==> config.mk <==
export PLATFORM = sky130hd
export DESIGN_NAME = nreg_pipe
export DESIGN_NICKNAME = d
export VERILOG_FILES = /design/src/rtl/nreg_pipe.sv
export SDC_FILE = /design/constraint.sdc
export NUM_CORES = 1
export LEC_CHECK = 0
export BUFFER_PORTS_ARGS = -buffer_cell sky130_fd_sc_hd__clkbuf_2
export CORE_MARGIN = 4
export CORE_UTILIZATION = 48
export CTS_CLUSTER_DIAMETER = 150
export DETAILED_ROUTE_END_ITERATION = 12
export PLACE_DENSITY = 0.75
export SYNTH_ARGS = -nofsm -noshare
export SYNTH_HDL_FRONTEND = slang
export SYNTH_SLANG_ARGS = --single-unit
==> constraint.sdc <==
create_clock -name clk -period 2.2 [get_ports clk]
set_clock_uncertainty 0.15 [all_clocks]
set_input_delay 0.44 -clock clk [delete_from_list [all_inputs] [get_ports clk]]
set_output_delay 0.44 -clock clk [all_outputs]
set_load 0.05 [all_outputs]
==> src/rtl/nreg_pipe.sv <==
// nreg_pipe: DEPTH-stage valid/ready register pipeline with flush.
// Each stage holds a word and a valid bit. A stage advances when it is empty
// or when the stage downstream of it advances, so bubbles collapse under
// backpressure and throughput stays at one word per cycle.
// Optional feature: define NREG_PIPE_CNT_EN to add the io_count occupancy port.
module nreg_pipe #(
  parameter int unsigned WIDTH = 8,
  parameter int unsigned DEPTH = 2
) (
  input  logic                       clk,
  input  logic                       reset_n,
  input  logic [WIDTH-1:0]           io_D,
  input  logic                       io_in_valid,
  output logic                       io_in_ready,
  output logic [WIDTH-1:0]           io_Q,
  output logic                       io_out_valid,
  input  logic                       io_out_ready,
  input  logic                       io_flush
`ifdef NREG_PIPE_CNT_EN
  ,
  output logic [$clog2(DEPTH+1)-1:0] io_count
`endif
);

  logic [WIDTH-1:0] data_q [DEPTH];
  logic [WIDTH-1:0] data_d [DEPTH];
  logic [DEPTH-1:0] valid_q;
  logic [DEPTH-1:0] valid_d;
  logic [DEPTH-1:0] adv;
  logic             in_fire;

  // Advance chain, walked from the output back to the input stage.
  always_comb begin
    logic a;
    adv          = '0;
    a            = !valid_q[DEPTH-1] || io_out_ready;
    adv[DEPTH-1] = a;
    for (int i = int'(DEPTH) - 2; i >= 0; i--) begin
      a      = !valid_q[i] || a;
      adv[i] = a;
    end
  end

  // Input handshake; a flush cycle never takes a word.
  always_comb begin
    io_in_ready = adv[0] && !io_flush;
    in_fire     = io_in_valid && io_in_ready;
  end

  // Next-state: shift valid bits on advance, load data only from valid words.
  always_comb begin
    valid_d = valid_q;
    data_d  = data_q;
    if (adv[0]) begin
      valid_d[0] = in_fire;
      if (in_fire) begin
        data_d[0] = io_D;
      end
    end
    for (int i = 1; i < int'(DEPTH); i++) begin
      if (adv[i]) begin
        valid_d[i] = valid_q[i-1];
        if (valid_q[i-1]) begin
          data_d[i] = data_q[i-1];
        end
      end
    end
    // Flush drops every stored word but leaves the data registers untouched.
    if (io_flush) begin
      valid_d = '0;
      data_d  = data_q;
    end
  end

  // Stage registers; reset clears both data and valid immediately.
  always_ff @(posedge clk or negedge reset_n) begin
    if (!reset_n) begin
      valid_q <= '0;
      for (int i = 0; i < int'(DEPTH); i++) begin
        data_q[i] <= '0;
      end
    end else begin
      valid_q <= valid_d;
      data_q  <= data_d;
    end
  end

  // Last stage drives the consumer side straight from its registers.
  always_comb begin
    io_Q         = data_q[DEPTH-1];
    io_out_valid = valid_q[DEPTH-1];
  end

`ifdef NREG_PIPE_CNT_EN
  localparam int unsigned CW = $clog2(DEPTH + 1);

  logic [CW-1:0] count_q;
  logic [CW-1:0] count_d;

  // Occupancy is the population count of the next valid vector.
  always_comb begin
    count_d = '0;
    for (int i = 0; i < int'(DEPTH); i++) begin
      count_d = count_d + CW'(valid_d[i]);
    end
  end

  // Occupancy register, updated on the same edge as the valid bits.
  always_ff @(posedge clk or negedge reset_n) begin
    if (!reset_n) begin
      count_q <= '0;
    end else begin
      count_q <= count_d;
    end
  end

  assign io_count = count_q;
`endif

endmodule

; ---- Yosys cells after proc, flatten, opt, wreduce, memory -nomap -nowiden
; Cells that the tools add are included.
[classes]
reduce_logical = 11
bitwise_logic = 1
muxes = 3
[ops]
columns = operator, n
row1 = AND reduction 3 bit, 2
row2 = nonzero test 2 bit, 2
row3 = logical NOT 1 bit, 3
row4 = logical AND 1 bit, 2
row5 = logical OR 1 bit, 2
row6 = two-way mux 1 bit, 2
row7 = two-way mux 2 bit, 1
row8 = inverter 1 bit, 1
[totals]
reg_bits = 18
word_cells = 19
output_inout_bits = 10

; ---- Logic depth before layout (Yosys ltp)
[logic_depth]
word_depth = 7
mapped_depth = 4
ltp_nobuf = 3

; ---- Worst setup path after synthesis
; OpenSTA, ideal clock, no wires.
[synth_path]
path_type = reg2out
from = register valid_q[1]
to = output io_in_ready
required_time_ps = 1610
path_slack_ps = 140
n_path_buf = 0
arrival_ps = 1470
path_stages_with_launch = 3
path_cell_list = dfrtp_1 and3b_1 nor2_1
[synth_via]
elab_chain_cells = 4
[synth_rtl]
columns = item, line
row1 = from (decl), 27  ; logic [DEPTH-1:0] valid_q;
row2 = from (signal assigned), 83  ; valid_q <= valid_d;
row3 = logical NOT 1 bit, 36  ; a = !valid_q[DEPTH-1] || io_out_ready;
row4 = logical OR 1 bit, 36
row5 = logical OR 1 bit, 39  ; a = !valid_q[i] || a;
row6 = logical AND 1 bit, 46  ; io_in_ready = adv[0] && !io_flush;
row7 = to (decl), 14  ; output logic io_in_ready,
; No other way between the ends.

; ---- Worst setup path in the final report
[layout_path]
from = register valid_q[0]
to = output io_in_ready
[layout_via]
elab_chain_cells = 3
[layout_rtl]
columns = item, line
row1 = logical NOT 1 bit, 39
row2 = logical OR 1 bit, 39
row3 = logical AND 1 bit, 46
; No other way between the ends.

==> qor.csv <==
stage,metric,value,unit
drt,routed_via_density,4.86,
global_routing,first_global_vias,406,
sta,maxSlewHeadroom,0.678,
status,run_status,"complete, no violations",
sta,setup_viol_count_final,0,
drt,drt_iter0_drc,1,
drt,num_vias,418,
worst_setup_path,rr_endpoint,data_q[8]$_DFFE_PN0P_,
worst_setup_path,critical_path.endpoint_type,output port,
clock_network,numCtsBuffers,3,
worst_setup_path,path_class,flip-flop to output port,
synth,synthArstFlopShare,1.00,
die,die_h,48.4,um
finish,nNetsFinal,84,
clock_network,root_buffer,clkbuf_4,
sta,fin_crit_sh,0.835,
power,peakVddDrop,591,uV
drt,drc,0,
clock_network,path_clk_slew,0.10,ns
clock_network,insertion_delay,0.28,ns
placed_design,dp.final_hpwl,841,um
worst_setup_path,crit_required,1.61,ns
synth,synth_seq_area_share,0.575,
die,core,1520,um^2
synth,synth_fp_nets,65,
synth,synth_seq_cells,18,
clock_network,cts.htree.levels,1,
synth,synth_top_area_cell,dfrtp_1,
clock_network,clkSinkCount,18,
drt,antenna_left,0,
worst_setup_path,reg2reg_slack,0.39,ns
placed_design,dp_slack,0.258,ns
worst_setup_path,r2r-start,valid_q[0]$_DFFE_PN0P_,
sta,drv_slew,0,
die,rows,14,
min_path,holdPathStages,2,
job,drv_cap,0,
power,power.density,1080,nW/um^2
finish,layout-drive-gt1-share,0.600,
clock_network,cts_resized,0,
synth,yosysMostFrequentCell,dfrtp_1,
die,initial_core_util,0.514,
clock_network,cts_tree,done,
min_path,hold_start,io_flush,
synth,synth-main-ff-cell,dfrtp_1,
synth,synth-edff-count,0,
min_path,min_to,valid_q[1]$_DFFE_PN0P_,
global_routing,grt_use_total,0.101,
drt,finalWirelength,1080,um
synth,ys_types,12,
sta,setup_tns,0,ns
drt,firstDrtPassIters,2,
placed_design,placedCellCount,81,
finish,finalNonFillerCells,86,
sta,finalCriticalPeriod,1.84,ns
sta,tightest_slew,0.482,ns
die,fp.dieW,48.4,um
synth,avgSynthCellArea,15.1,um^2
synth,netlist_top_cells_area,"dfrtp_1 (58%), mux2_4 (15%), mux2_2 (12%)",
power,power_leakage,0.000463,uW
placed_design,gp_congestion,0.641,
drt,post_drt_wl_per_cell,12.5,um
global_routing,grt_max_degree,19,
sta,hold_viol,0,
min_path,hold_class,input port to flip-flop,
synth,postSynthCellCount,52,
synth,synth_top_area_share,0.575,
global_routing,gr-total-overflow,0,
global_routing,grt_first_pass_wirelength,1860,um
sta,setup_ws,0.364,ns
worst_setup_path,ff2ff_path_depth,3,
worst_setup_path,cp.arrival,1.25,ns
finish,area_delta_synth_final,13.4,%
clock_network,cts_buffer_depth,2,
synth,syn_area,783,um^2
die,io-pin-count,23,
worst_setup_path,cp_max_fo,3,
global_routing,grt_antenna_before_repair,0,
die,design.die.area,2340,um^2
placed_design,portBuffers,22,
finish,diodes,0,
synth,synth_warnings,0,
sta,rsz0062_at_grt,false,
synth,yosys-top-cells-count,"dfrtp_1 (18), buf_4 (8), mux2_2 (8), mux2_4 (8), nor2_1 (3)",
worst_setup_path,start_kind,flip-flop,
sta,max_freq,545,MHz
[worst max-delay path, stage by stage, from the launching register on]
cell and delay [ns]:
dfrtp_1 0.40, and3b_1 0.20, nor2_1 0.08, clkbuf_2 0.28
[per-stage QoR]
| step | area, um^2 | utilization | hold slack [ns] | power, uW |
|---|---|---|---|---|
| 5_1_grt | 888 | 0.583 | 0.182 | 1010 |
| 6_report | 888 | 0.583 | 0.198 | 959 |
| 3_3_place_gp | 842 | 0.553 | 0.251 | 768 |
| 4_1_cts | 888 | 0.583 | 0.190 | 974 |
| 2_1_floorplan | 783 | - | -0.00559 | 763 |
| 3_5_place_dp | 842 | 0.553 | 0.254 | 775 |
[placed cells by master (no fill, tap or decap)]
cell / synthesis / final
dlygate4sd3_1: 0 / 1
clkbuf_2: 0 / 22
mux2_4: 8 / 8
mux2_2: 8 / 8
a21oi_1: 1 / 1
nor2_1: 3 / 3
inv_1: 1 / 1
dfrtp_1: 18 / 18
or3b_1: 1 / 1
nand3b_1: 1 / 1
and3b_1: 1 / 1
clkbuf_4: 0 / 3
clkbuf_8: 0 / 1
nand2b_1: 1 / 1
[final cells by class]
cell class	instances	area [um^2]
clock buffer	4	36.3
tap	16	20.0
sequential	18	450
timing repair buffer	23	120
fill	134	636
inverter	1	3.75
multi-input combinational	24	258
[kinds of logic after synthesis]
kind of cell | count (synthesis) | share of synthesized area
DFF | 18 | 0.575
buffers and inverters | 10 | 0.0958
muxes | 16 | 0.268
and+or+nand+nor | 7 | 0.0543
AOI/OAI and AO/OA | 1 | 0.00638
[how the worst max path moves through the flow]
stage | from | to | cells past startpoint
after global placement | io_out_ready | data_q[8]$_DFFE_PN0P_ | 4
after global routing | valid_q[0]$_DFFE_PN0P_ | io_in_ready | 3
after CTS | valid_q[0]$_DFFE_PN0P_ | io_in_ready | 3
after floorplan | valid_q[1]$_DFFE_PN0P_ | io_in_ready | 2
final | valid_q[0]$_DFFE_PN0P_ | io_in_ready | 3
after detailed placement | io_out_ready | data_q[8]$_DFFE_PN0P_ | 4
[per-layer routing]
metal	wire length, um	track usage
met1	547	0.149
met4	18	0.0553
met2	427	0.130
met5	0	0
met3	83	0.0307
[power breakdown]
group	internal, uW	switching [uW]
logic	108	221
clock network	101	95.2
registers	400	33.7
total	609	350
[timing repair]
action,CTS,global route
hold buffers,1,0
setup buffers,0,0
hold endpoints to repair,18,0
[sequential cells by signal, summed over array words and instances, names as in the netlist]
signal,cells
valid_q,2
io_Q,8
data_q,8
No activity file was read; power rests on OpenSTA's default activity.
